File: config.mk
export PLATFORM = sky130hd
export DESIGN_NAME = alu_rr_scheduler
export DESIGN_NICKNAME = d
export VERILOG_FILES = /design/src/rtl/alu_rr_scheduler.sv
export SDC_FILE = /design/constraint.sdc
export NUM_CORES = 1
export LEC_CHECK = 0
export CORE_ASPECT_RATIO = 0.75
export CORE_MARGIN = 1.5
export CORE_UTILIZATION = 30
export CTS_CLUSTER_SIZE = 25
export DETAILED_ROUTE_END_ITERATION = 10
export GPL_TIMING_DRIVEN = 1
export MAX_ROUTING_LAYER = met4
export SKIP_CTS_REPAIR_TIMING = 1
export SLEW_MARGIN = 20
export SYNTH_ARGS = -nofsm -noshare
export SYNTH_HDL_FRONTEND = slang
export SYNTH_SLANG_ARGS = --single-unit
File: constraint.sdc
create_clock -name Clk -period 25.3 [get_ports Clk]
set_input_delay 7.59 -clock Clk [delete_from_list [all_inputs] [get_ports Clk]]
set_output_delay 7.59 -clock Clk [all_outputs]
set_load 0.05 [all_outputs]
File: src/rtl/alu_rr_scheduler.sv
// ============================================================================
// Module  : alu_rr_scheduler
// Purpose : Round-robin scheduler sharing one 8-bit Add/Sub/Mul/Div datapath
//           among NUM_REQ requesters. Optional macro ALU_DIV0_ERR_EN adds the
//           Rsp_Err divide-by-zero flag output.
// Revision: 1.0 - initial release
// ============================================================================
`default_nettype none

module alu_rr_scheduler #(
    parameter int NUM_REQ = 4,
    parameter int ID_W    = 2
) (
    input  logic                 Clk,
    input  logic                 Rst,
    input  logic [NUM_REQ-1:0]   Req_Valid,
    output logic [NUM_REQ-1:0]   Req_Ready,
    input  logic [4*NUM_REQ-1:0] Req_Op,
    input  logic [8*NUM_REQ-1:0] Req_In1,
    input  logic [8*NUM_REQ-1:0] Req_In2,
    output logic                 Rsp_Valid,
    input  logic                 Rsp_Ready,
    output logic [ID_W-1:0]      Rsp_Id,
    output logic [7:0]           Rsp_Out
`ifdef ALU_DIV0_ERR_EN
    ,
    output logic                 Rsp_Err
`endif
);

    localparam logic [3:0] OP_SUB = 4'b0010;
    localparam logic [3:0] OP_MUL = 4'b0011;
    localparam logic [3:0] OP_DIV = 4'b0100;

    typedef enum logic [1:0] {
        IDLE = 2'd0,
        EXEC = 2'd1,
        RESP = 2'd2
    } state_t;

    state_t          state;
    logic [ID_W-1:0] ptr;
    logic [ID_W-1:0] winner;
    logic            found;
    logic [3:0]      op_q;
    logic [7:0]      in1_q;
    logic [7:0]      in2_q;
    logic [7:0]      result;

    // Lowest valid index overall, overridden by lowest valid index at/above ptr.
    always_comb begin
        found  = 1'b0;
        winner = '0;
        for (int i = NUM_REQ - 1; i >= 0; i--) begin
            if (Req_Valid[i]) begin
                found  = 1'b1;
                winner = ID_W'(i);
            end
        end
        for (int i = NUM_REQ - 1; i >= 0; i--) begin
            if (Req_Valid[i] && (ID_W'(i) >= ptr)) begin
                winner = ID_W'(i);
            end
        end
    end

    always_comb begin
        Req_Ready = '0;
        if ((state == IDLE) && found && !Rst) begin
            Req_Ready[winner] = 1'b1;
        end
    end

    always_comb begin
        result = in1_q + in2_q;
        case (op_q)
            OP_SUB:  result = in1_q - in2_q;
            OP_MUL:  result = in1_q * in2_q;
            OP_DIV:  result = (in2_q == 8'h00) ? 8'hFF : (in1_q / in2_q);
            default: result = in1_q + in2_q;
        endcase
    end

`ifdef ALU_DIV0_ERR_EN
    logic div_zero;
    assign div_zero = (op_q == OP_DIV) && (in2_q == 8'h00);
`endif

    always_ff @(posedge Clk or posedge Rst) begin
        if (Rst) begin
            state     <= IDLE;
            ptr       <= '0;
            op_q      <= '0;
            in1_q     <= '0;
            in2_q     <= '0;
            Rsp_Valid <= 1'b0;
            Rsp_Id    <= '0;
            Rsp_Out   <= '0;
`ifdef ALU_DIV0_ERR_EN
            Rsp_Err   <= 1'b0;
`endif
        end else begin
            case (state)
                IDLE: begin
                    if (found) begin
                        op_q   <= Req_Op[4*winner +: 4];
                        in1_q  <= Req_In1[8*winner +: 8];
                        in2_q  <= Req_In2[8*winner +: 8];
                        Rsp_Id <= winner;
                        ptr    <= (winner == ID_W'(NUM_REQ - 1)) ? '0 : winner + 1'b1;
                        state  <= EXEC;
                    end
                end
                EXEC: begin
                    Rsp_Out   <= result;
`ifdef ALU_DIV0_ERR_EN
                    Rsp_Err   <= div_zero;
`endif
                    Rsp_Valid <= 1'b1;
                    state     <= RESP;
                end
                RESP: begin
                    if (Rsp_Ready) begin
                        Rsp_Valid <= 1'b0;
                        state     <= IDLE;
                    end
                end
                default: begin
                    Rsp_Valid <= 1'b0;
                    state     <= IDLE;
                end
            endcase
        end
    end

endmodule

`default_nettype wire

==> results.md, run 1 <==
* Post-synth top area cell: dfrtp_1
* Sequential share of the synthesized area at roughly 17%
* Mapped Nets at between 800 and 900
* Prevailing post-synth register cell: dfrtp_1
* CTS buffer count at 5
* Finished Layout Cells at between 900 and 1,000
* Initial antenna violation count at 0
* Clock Root Buffer: clkbuf_16
* Syn avg cell area at 7.48 um2
* Drt pass-1 iters at 5
* Type of the worst min-delay path: flop to flop
* CP arrival at roughly 10 ns
* Post-Syn Area at roughly 5000 um2
* Critical path buffer and inverter count at 4
* Via density at 4.99
* Post-DP Area at about 6300 um2
* Inserted Diodes at 0
* Synth Instances at between 600 and 700
* Latest clock arrival within the worst-skew pair at between 0.2 and 0.3 ns
* Async S/R FF share, synth at 100%
* Initial DRC Count at roughly 230
* First-pass GRT wire length at between 20 and 25 mm
* Pre-CTS WS at 7.38 ns
* Gr usage total at 17.3%
* FMAX at 55.8 MHz
* Inst Count DP at a little under 1,000
* Yosys reg bits at 35
* Slowest Stage Delay on Critical Path at roughly 0.70 ns
* DRC viols at 0
* Fin crit share at 70.9%
* Worst slew pin tran at just under 0.7 ns
* Starting density of the core at a little under a third
* Element type at the critical path end: primary output
* Area of the multi-input gates at just under 4000 um2
* Die width at 154 um
* H-Tree Depth at 2
* Layout cells sized above 1 at under 10%
* CTS tree: built
* Outcome: completed
* Ports at around 100
* RSZ-0062 raised after global routing: no
* Grt ovf at 0
* Cell Rows at 41
* Worst Skew at around 0.0048 ns
* Final setup TNS at 0 ns
* Final hold violation count at 0
* Vias at a little under 5,000
* Kind of critical path: input pin to primary output
* Synth area leaders: dfrtp_1 (17%), ha_1 (17%), nor2_1 (7.5%), nand2_1 (6.5%), xnor2_1 (6.3%)
* Seq. cell area at just under 900 um2
* Worst path slowest cell: clkdlybuf4s50_1
* Wire length per cell at roughly 15 um
* Clock sink total at 35
* Minimum clock period at around 18 ns
* Distinct cell type count after synthesis at 59
* Vias in the first global route at ~4,700
* DP HPWL at around 12 mm
* Critical Path RT at approximately 18 ns
* Gpl congestion at between 0.8 and 0.9
* Worst-path clk slew at ~0.060 ns
* Die H at approximately 120 um
* Syn. warnings at 0
* Number of synthesized flops with an enable pin at 0
* Fin area at approximately 6500 um2
* Slew HR at between 50% and 60%
* Routed Antenna Nets at 0
* IO Port Bufs at about 100
* Max cap viols at 0
* Yosys top cell area share at ~17%
* Core Footprint at approximately 17,000 um2
* Crit path max-delay family: buffers and inverters
* Pin count of the biggest net entering global routing at 45
* Critical-path cell list: clkdlybuf4s50_1 -> nand2b_1 -> a21oi_1 -> or3_1 -> buf_4 -> clkinv_1 -> ha_1 -> and2_1 -> clkdlybuf4s50_1
* CTS Buffer Depth at 2
* Nets@finish at 936
* Fillers at between 1,500 and 2,000
* CP startpoint kind: input pin
* Final-report max-slew violation count at 0
* Final WS setup at approximately 7.4 ns
* Die area at roughly 18,000 um2
* CP dominant cell by count: clkdlybuf4s50_1
* Final-report setup violation count at 0
* Routed Wire Length at between 10 and 15 mm
* P&R area growth vs syn at 26.9%
* CP Max Fanout at 44
worst register-to-register path, delay by kind of cell, from the launching register on:
| kind | cells | cell delay (ns) |
|---|---|---|
| buffers and inverters | 2 | 0.13 |
| multiplexers | 4 | 1.37 |
| AO/OA/AOI/OAI | 20 | 4.78 |
| flip-flops | 1 | 0.52 |
| adder cells (fa/ha/maj) | 7 | 2.00 |
| AND/OR/NAND/NOR | 10 | 2.50 |
sequential cells by signal, summed over array words and instances, names as in the netlist:
register	count
Rsp_Id	2
Rsp_Out	8
Rsp_Valid	1
in1_q	8
in2_q	8
op_q	4
ptr	2
state	2
path summary, 6_finish.rpt:
kind	startpoint	to	slack, ns	cells after the start
max in group asynchronous	Rst	Rsp_Out[3]	17.23	3
worst max register to register	in2_q[4]	Rsp_Out[0]	13.89	43
worst min-delay path	Rsp_Valid	Rsp_Valid	0.48	1
worst max-delay path	Req_Valid[2]	Req_Ready[3]	7.36	9
worst min register to register	Rsp_Valid	Rsp_Valid	0.48	1
min in group asynchronous	Rst	Rsp_Id[0]	7.47	2
cells in the final DEF (no fill, tap or decap), drive strengths merged, types with 4 or more instances in the layout:
cell type	count
nor3	14
xnor2	37
mux2	10
dfrtp	35
a21oi	27
clkbuf	5
nand2	89
a31oi	12
clkdlybuf4s50	101
inv	42
clkinv	4
nand2b	8
and2	16
o21ai	55
nand3	25
mux2i	8
or3	4
ha	68
nor2	103
o211ai	15
fa	13
o21a	12
xor2	4
nor2b	5
buf	8
a21o	8
cells by family after synthesis:
group | after synthesis | synth area share (%)
simple gates | 279 | 24.6
compound gates | 154 | 19.3
fa+ha+maj | 81 | 21.7
buf+inv | 77 | 6.25
xor+xnor | 41 | 7.01
flops | 35 | 17.1
mux | 18 | 4.06
area by class of cell:
class                   count  area share (%)
flip-flops and latches     35            13.5
clock inverters             3           0.732
well taps                 215            4.14
clock buffers               5            1.93
multi-input cells         573            60.7
inverters                  44            2.54
repair buffers            109            16.5
synth_stat cells, types with 15 or more instances:
library cell and number:
nand3_1 25, clkbuf_1 28, inv_1 41, o211ai_1 15, a21oi_1 27, dfrtp_1 35
o21ai_0 50, xnor2_1 37, and2_1 15, nor2_1 103, ha_1 68, nand2_1 89
per-layer routing:
layer  share of wire (%)  wire, um  vias up  global-route usage [%]
met4                0.62        91        0                    2.65
met3                 7.2      1050       10                    3.30
li1                    -         -     2522                       -
met2                  39      5730      164                    24.6
met5                   0         0        -                       -
met1                  53      7700     2212                    25.7
through the flow:
stage          hold slack, ns  utilization (%)
3_3_place_gp            0.466             37.7
2_1_floorplan           0.471                -
6_report                0.476             38.7
3_5_place_dp            0.469             37.7
4_1_cts                 0.482             38.7
5_1_grt                 0.503             38.7
Power of run 1 is not shown: default switching activity piles up to over one toggle a cycle in this logic, so the estimate is an artifact.
==> inputs of run 2 (changes only) <==
clock period = 16 ns   (was 25.3 ns; I/O delays follow)
==> run 2 against run 1 <==
Against the previous run:
- flip-flop and latch count did not move
- via count is 0.20% higher
- sequential share of layout area is essentially flat
- final area decreased by 0.35%
- routed wire length grew 0.65%
- non-clock buffer count up 1
- register-to-register slack got worse by 9.2 ns
- critical path type unchanged
- critical endpoint unchanged
==> results.md, run 2 (synthesis results as in run 1) <==
* Clock Root Buffer: clkbuf_16
* Via density at between 4 and 5
* Final-report setup violation count at 0
* FMAX at roughly 81 MHz
* Nets@finish at approximately 940
* R2r endpoint: Rsp_Out[0]
* Worst Hold Depth at 1
* CP startpoint kind: input pin
* Type of the worst min-delay path: flop to flop
* Vias in the first global route at 4,691
* Initial antenna violation count at 0
* Starting density of the core at between 30% and 40%
* DP HPWL at between 10 and 15 mm
* Worst Skew at ~0.006 ns
* Most common cell after layout, fill and taps aside: nor2_1
* Worst path slowest cell: clkdlybuf4s50_1
* Routed Antenna Nets at 0
* Final setup TNS at 0 ns
* Met2 usage at between 20% and 30%
* Outcome: completed
* DRC viols at 0
* First-pass GRT wire length at between 20 and 25 mm
* CP arrival at 7.60 ns
* Cell Rows at 41
* Gr usage total at ~17%
* Slew HR at 24.0%
* Critical-path cell list: clkdlybuf4s50_1 -> nand2b_1 -> a21oi_1 -> or3_1 -> buf_4 -> clkinv_1 -> ha_1 -> and2_1 -> clkdlybuf4s50_1
* Minimum clock period at 12.40 ns
* Ports at between 100 and 150
* Reg2Reg Depth at between 40 and 50
* P&R area growth vs syn at 26.5%
* CTS tree: built
* CP dominant cell by count: clkdlybuf4s50_1
* Vias at 4,918
* Die H at between 100 and 150 um
* CTS Buffer Depth at 2
* Max cap viols at 0
* Core Footprint at around 17,000 um2
* Final-report max-slew violation count at 0
* RSZ-0062 raised after global routing: no
* Grt ovf at 0
* Die width at around 150 um
* Crit. Startpoint: Req_Valid[2]
* Drt pass-1 iters at 5
* Latest clock arrival within the worst-skew pair at ~0.28 ns
* R2r startpoint: in2_q[4]
* Fin crit share at 77.5%
* Pin count of the biggest net entering global routing at 45
* CP Max Fanout at 44
* Busiest grt layer: met1
* Critical Path RT at approximately 11 ns
* Setup crit end: Req_Ready[3]
* Kind of critical path: input pin to primary output
* Met3 Use GR at under 10%
* IO Port Bufs at 101
* Worst-path clk slew at about 0.060 ns
* Routed Wire Length at between 10 and 15 mm
* Worst slew pin tran at between 1 and 1.5 ns
* Gpl congestion at ~0.88
* Final hold violation count at 0
* Slowest Stage Delay on Critical Path at 0.70 ns
* Inserted Diodes at 0
* Met1 usage at between 20% and 30%
* CTS buffer count at 5
* Largest regs: Rsp_Out (8), in1_q (8), in2_q (8)
* Fillers at approximately 1,700
* Initial DRC Count at roughly 350
* Reg2reg setup slack at between 4 and 5 ns
* Wire length per cell at 14.9 um
* H-Tree Depth at 2
* Die area at about 18,000 um2
* Clock sink total at 35
* Most frequent cells in the layout: nor2_1 (103), clkdlybuf4s50_1 (101), nand2_1 (89)
* Layout cells sized above 1 at slightly above 5%
* Element type at the critical path end: primary output
[run 2: cell types whose count changed in the layout (fill, tap and decap cells not counted)]
| cell | previous run | this run |
|---|---|---|
| nor4b_1 | 1 | 2 |
| buf_4 | 8 | 9 |
| nor4b_2 | 1 | 0 |
| clkinvlp_4 | 0 | 2 |
| clkinv_4 | 1 | 0 |
| bufinv_16 | 1 | 0 |
[run 2: layout make-up]
| class | instances | area, um2 | area share, % |
|---|---|---|---|
| Multi-Input combinational cell | 573 | 3940 | 60.8 |
| Timing Repair Buffer | 110 | 1080 | 16.7 |
| Sequential cell | 35 | 876 | 13.5 |
| Clock buffer | 5 | 125 | 1.93 |
| Inverter | 44 | 165 | 2.55 |
| Clock inverter | 3 | 23.8 | 0.367 |
| Tap cell | 215 | 269 | 4.15 |
[run 2: worst min-delay path by stage]
stage | slack (ns) | endpoint | start
finish | 0.48 | Rsp_Valid | Rsp_Valid
global route | 0.51 | Rsp_Id[1] | Rsp_Id[1]
CTS | 0.48 | Rsp_Valid | Rsp_Valid
detailed placement | 0.47 | Rsp_Valid | Rsp_Valid
global placement | 0.47 | Rsp_Valid | Rsp_Valid
floorplan | 0.47 | ptr[0] | ptr[0]
[run 2: metrics by stage]
step / area (um2) / hold WS (ns) / std cells / setup slack, ns / util, %
after global placement: 6330 / 0.467 / 977 / 3.65 / 37.7
after global routing: 6480 / 0.510 / 985 / 3.37 / 38.6
after CTS: 6480 / 0.485 / 985 / 3.63 / 38.6
final: 6480 / 0.478 / 985 / 3.60 / 38.6
after detailed placement: 6330 / 0.470 / 977 / 3.63 / 37.7
after floorplan: 5120 / 0.471 / 685 / 4.73 / -
[run 2: layer usage]
metal	up-vias	share of wire [%]
met1	2200	54
met2	170	38
li1	2533	-
met4	0	1.1
met3	15	6.6
met5	-	0
[run 2: critical path, delay by kind of cell]
family | cells | cell delay, ns
AO/OA/AOI/OAI | 1 | 0.14
adder cells (fa/ha/maj) | 1 | 0.32
buffers and inverters | 4 | 1.97
AND/OR/NAND/NOR | 3 | 0.35
Power of run 2 is left out for the same reason.
==> inputs of run 3 (changes only) <==
clock period = 13.01 ns   (was 16 ns; I/O delays follow)
==> run 3 against run 2 <==
Against the previous run:
- critical endpoint is now Rsp_Out[0]
- clock-buffer cell count is the same
- hold slack lost 0.0031 ns
- critical path depth rose by 35
- utilization up 0.23 points
- largest cell class unchanged
- die area did not move
- via count is 0.65% higher
- setup slack got worse by 1.6 ns
- final area grew 0.60%
- highest routed layer unchanged
- sequential share of layout area fell by 0.081 points
- first-iteration DRC count rose by 10%
- register-to-register slack lost 2.7 ns
- non-clock buffer count rose by 2
==> results.md, run 3 (synthesis results as in run 1) <==
* Die width at approximately 150 um
* Worst slew pin tran at approximately 0.75 ns
* P&R area growth vs syn at 27.2%
* Grt ovf at 0
* Final-report setup violation count at 0
* First-pass GRT wire length at 24.5 mm
* Met1 usage at 26.1%
* DP HPWL at 11.7 mm
* Slew HR at 49.8%
* CP arrival at approximately 11 ns
* Ports at ~100
* Initial antenna violation count at 0
* Pin count of the biggest net entering global routing at 45
* Kind of critical path: flop to flop
* CTS tree: built
* Inserted Diodes at 0
* FMAX at around 91 MHz
* CP dominant cell by count: ha_1
* Critical Path RT at 13.17 ns
* Latest clock arrival within the worst-skew pair at 0.28 ns
* Wire length per cell at 14.9 um
* Die area at ~18,000 um2
* Setup crit end: Rsp_Out[0]
* CTS Buffer Depth at 2
* Gpl congestion at about 0.86
* Via density at roughly 5
* Busiest grt layer: met1
* Gr usage total at around 18%
* Vias in the first global route at slightly below 5,000
* Nets@finish at around 940
* Drt pass-1 iters at 5
* DRC viols at 0
* CTS buffer count at 5
* Final setup TNS at 0 ns
* Layout cells sized above 1 at under 10%
* Routed Wire Length at 14.7 mm
* Initial DRC Count at around 380
* Reg2Reg Depth at 44
* Clock sink total at 35
* Type of the worst min-delay path: flop to flop
* RSZ-0062 raised after global routing: no
* Outcome: completed
* Slowest Stage Delay on Critical Path at roughly 0.50 ns
* Starting density of the core at 30.5%
* Worst path slowest cell: dfrtp_1
* Post-DP Area at approximately 6300 um2
* Max cap viols at 0
* Clock Root Buffer: clkbuf_16
* CP Max Fanout at 13
* Layout Utilization at about 40%
* Most common cell after layout, fill and taps aside: nor2_1
* H-Tree Depth at 2
* Element type at the critical path end: flop
* CP startpoint kind: flop
* Met3 Use GR at 2.75%
* Core Footprint at 16,800 um2
* Worst-path clk slew at about 0.06 ns
* Cell Rows at between 40 and 50
* Worst Skew at 0.00560 ns
* Most frequent cells in the layout: nor2_1 (103), clkdlybuf4s50_1 (101), nand2_1 (89)
* Vias at 4,950
* IO Port Bufs at 101
* Final hold violation count at 0
* Fin area at ~6500 um2
* Die H at approximately 120 um
* Final-report max-slew violation count at 0
* R2r startpoint: in2_q[0]
* Crit. Startpoint: in2_q[0]
* Fin crit share at 84.6%
* Routed Antenna Nets at 0
* Met2 usage at 25.1%
* Minimum clock period at approximately 11 ns
* Largest regs: Rsp_Out (8), in1_q (8), in2_q (8)
* Reg2reg setup slack at ~2.0 ns
* R2r endpoint: Rsp_Out[0]
## run 3: cell types whose count changed in the layout (fill, tap and decap cells not counted), sizes merged
cell      previous run  this run
buf                  9        11
clkinvlp             2         0
bufinv               0         1
clkinv               3         4
## run 3: critical path: cells and delay by family, from the launching register on
kind                     cells  cell delay, ns
AO/OA/AOI/OAI               21            4.71
multiplexers                 3            0.83
adder cells (fa/ha/maj)      8            2.42
flip-flops                   1            0.50
AND/OR/NAND/NOR             10            1.87
buffers and inverters        2            0.52
## run 3: layout make-up
type / instances / area (um2)
Inverter: 44 / 165
Clock inverter: 3 / 47.5
Sequential cell: 35 / 876
Tap cell: 215 / 269
Fill cell: 1736 / 10300
Clock buffer: 5 / 125
Timing Repair Buffer: 112 / 1090
Multi-Input combinational cell: 573 / 3940
## run 3: how the worst min path moves through the flow
stage	startpoint	endpoint	slack [ns]	cells past startpoint
finish	Rsp_Id[1]	Rsp_Id[1]	0.48	2
global route	Rsp_Id[1]	Rsp_Id[1]	0.50	2
CTS	Rsp_Id[1]	Rsp_Id[1]	0.48	2
detailed placement	Rsp_Id[1]	Rsp_Id[1]	0.47	2
global placement	Rsp_Id[1]	Rsp_Id[1]	0.47	2
floorplan	ptr[0]	ptr[0]	0.47	2
## run 3: metrics by stage
stage | setup WS (ns) | hold slack (ns) | cells
final | 2.00 | 0.475 | 987
after global routing | 1.09 | 0.499 | 987
after CTS | 2.08 | 0.483 | 987
after detailed placement | 2.12 | 0.469 | 979
after global placement | 2.24 | 0.469 | 979
after floorplan | 3.32 | 0.471 | 685
## run 3: per-layer routing
| layer | part of all wire, % | wire length, um |
|---|---|---|
| met1 | 52 | 7700 |
| met2 | 39 | 5730 |
| met3 | 7.3 | 1080 |
| met4 | 1.3 | 186 |
| met5 | 0 | 0 |
Power of run 3 is left out for the same reason.
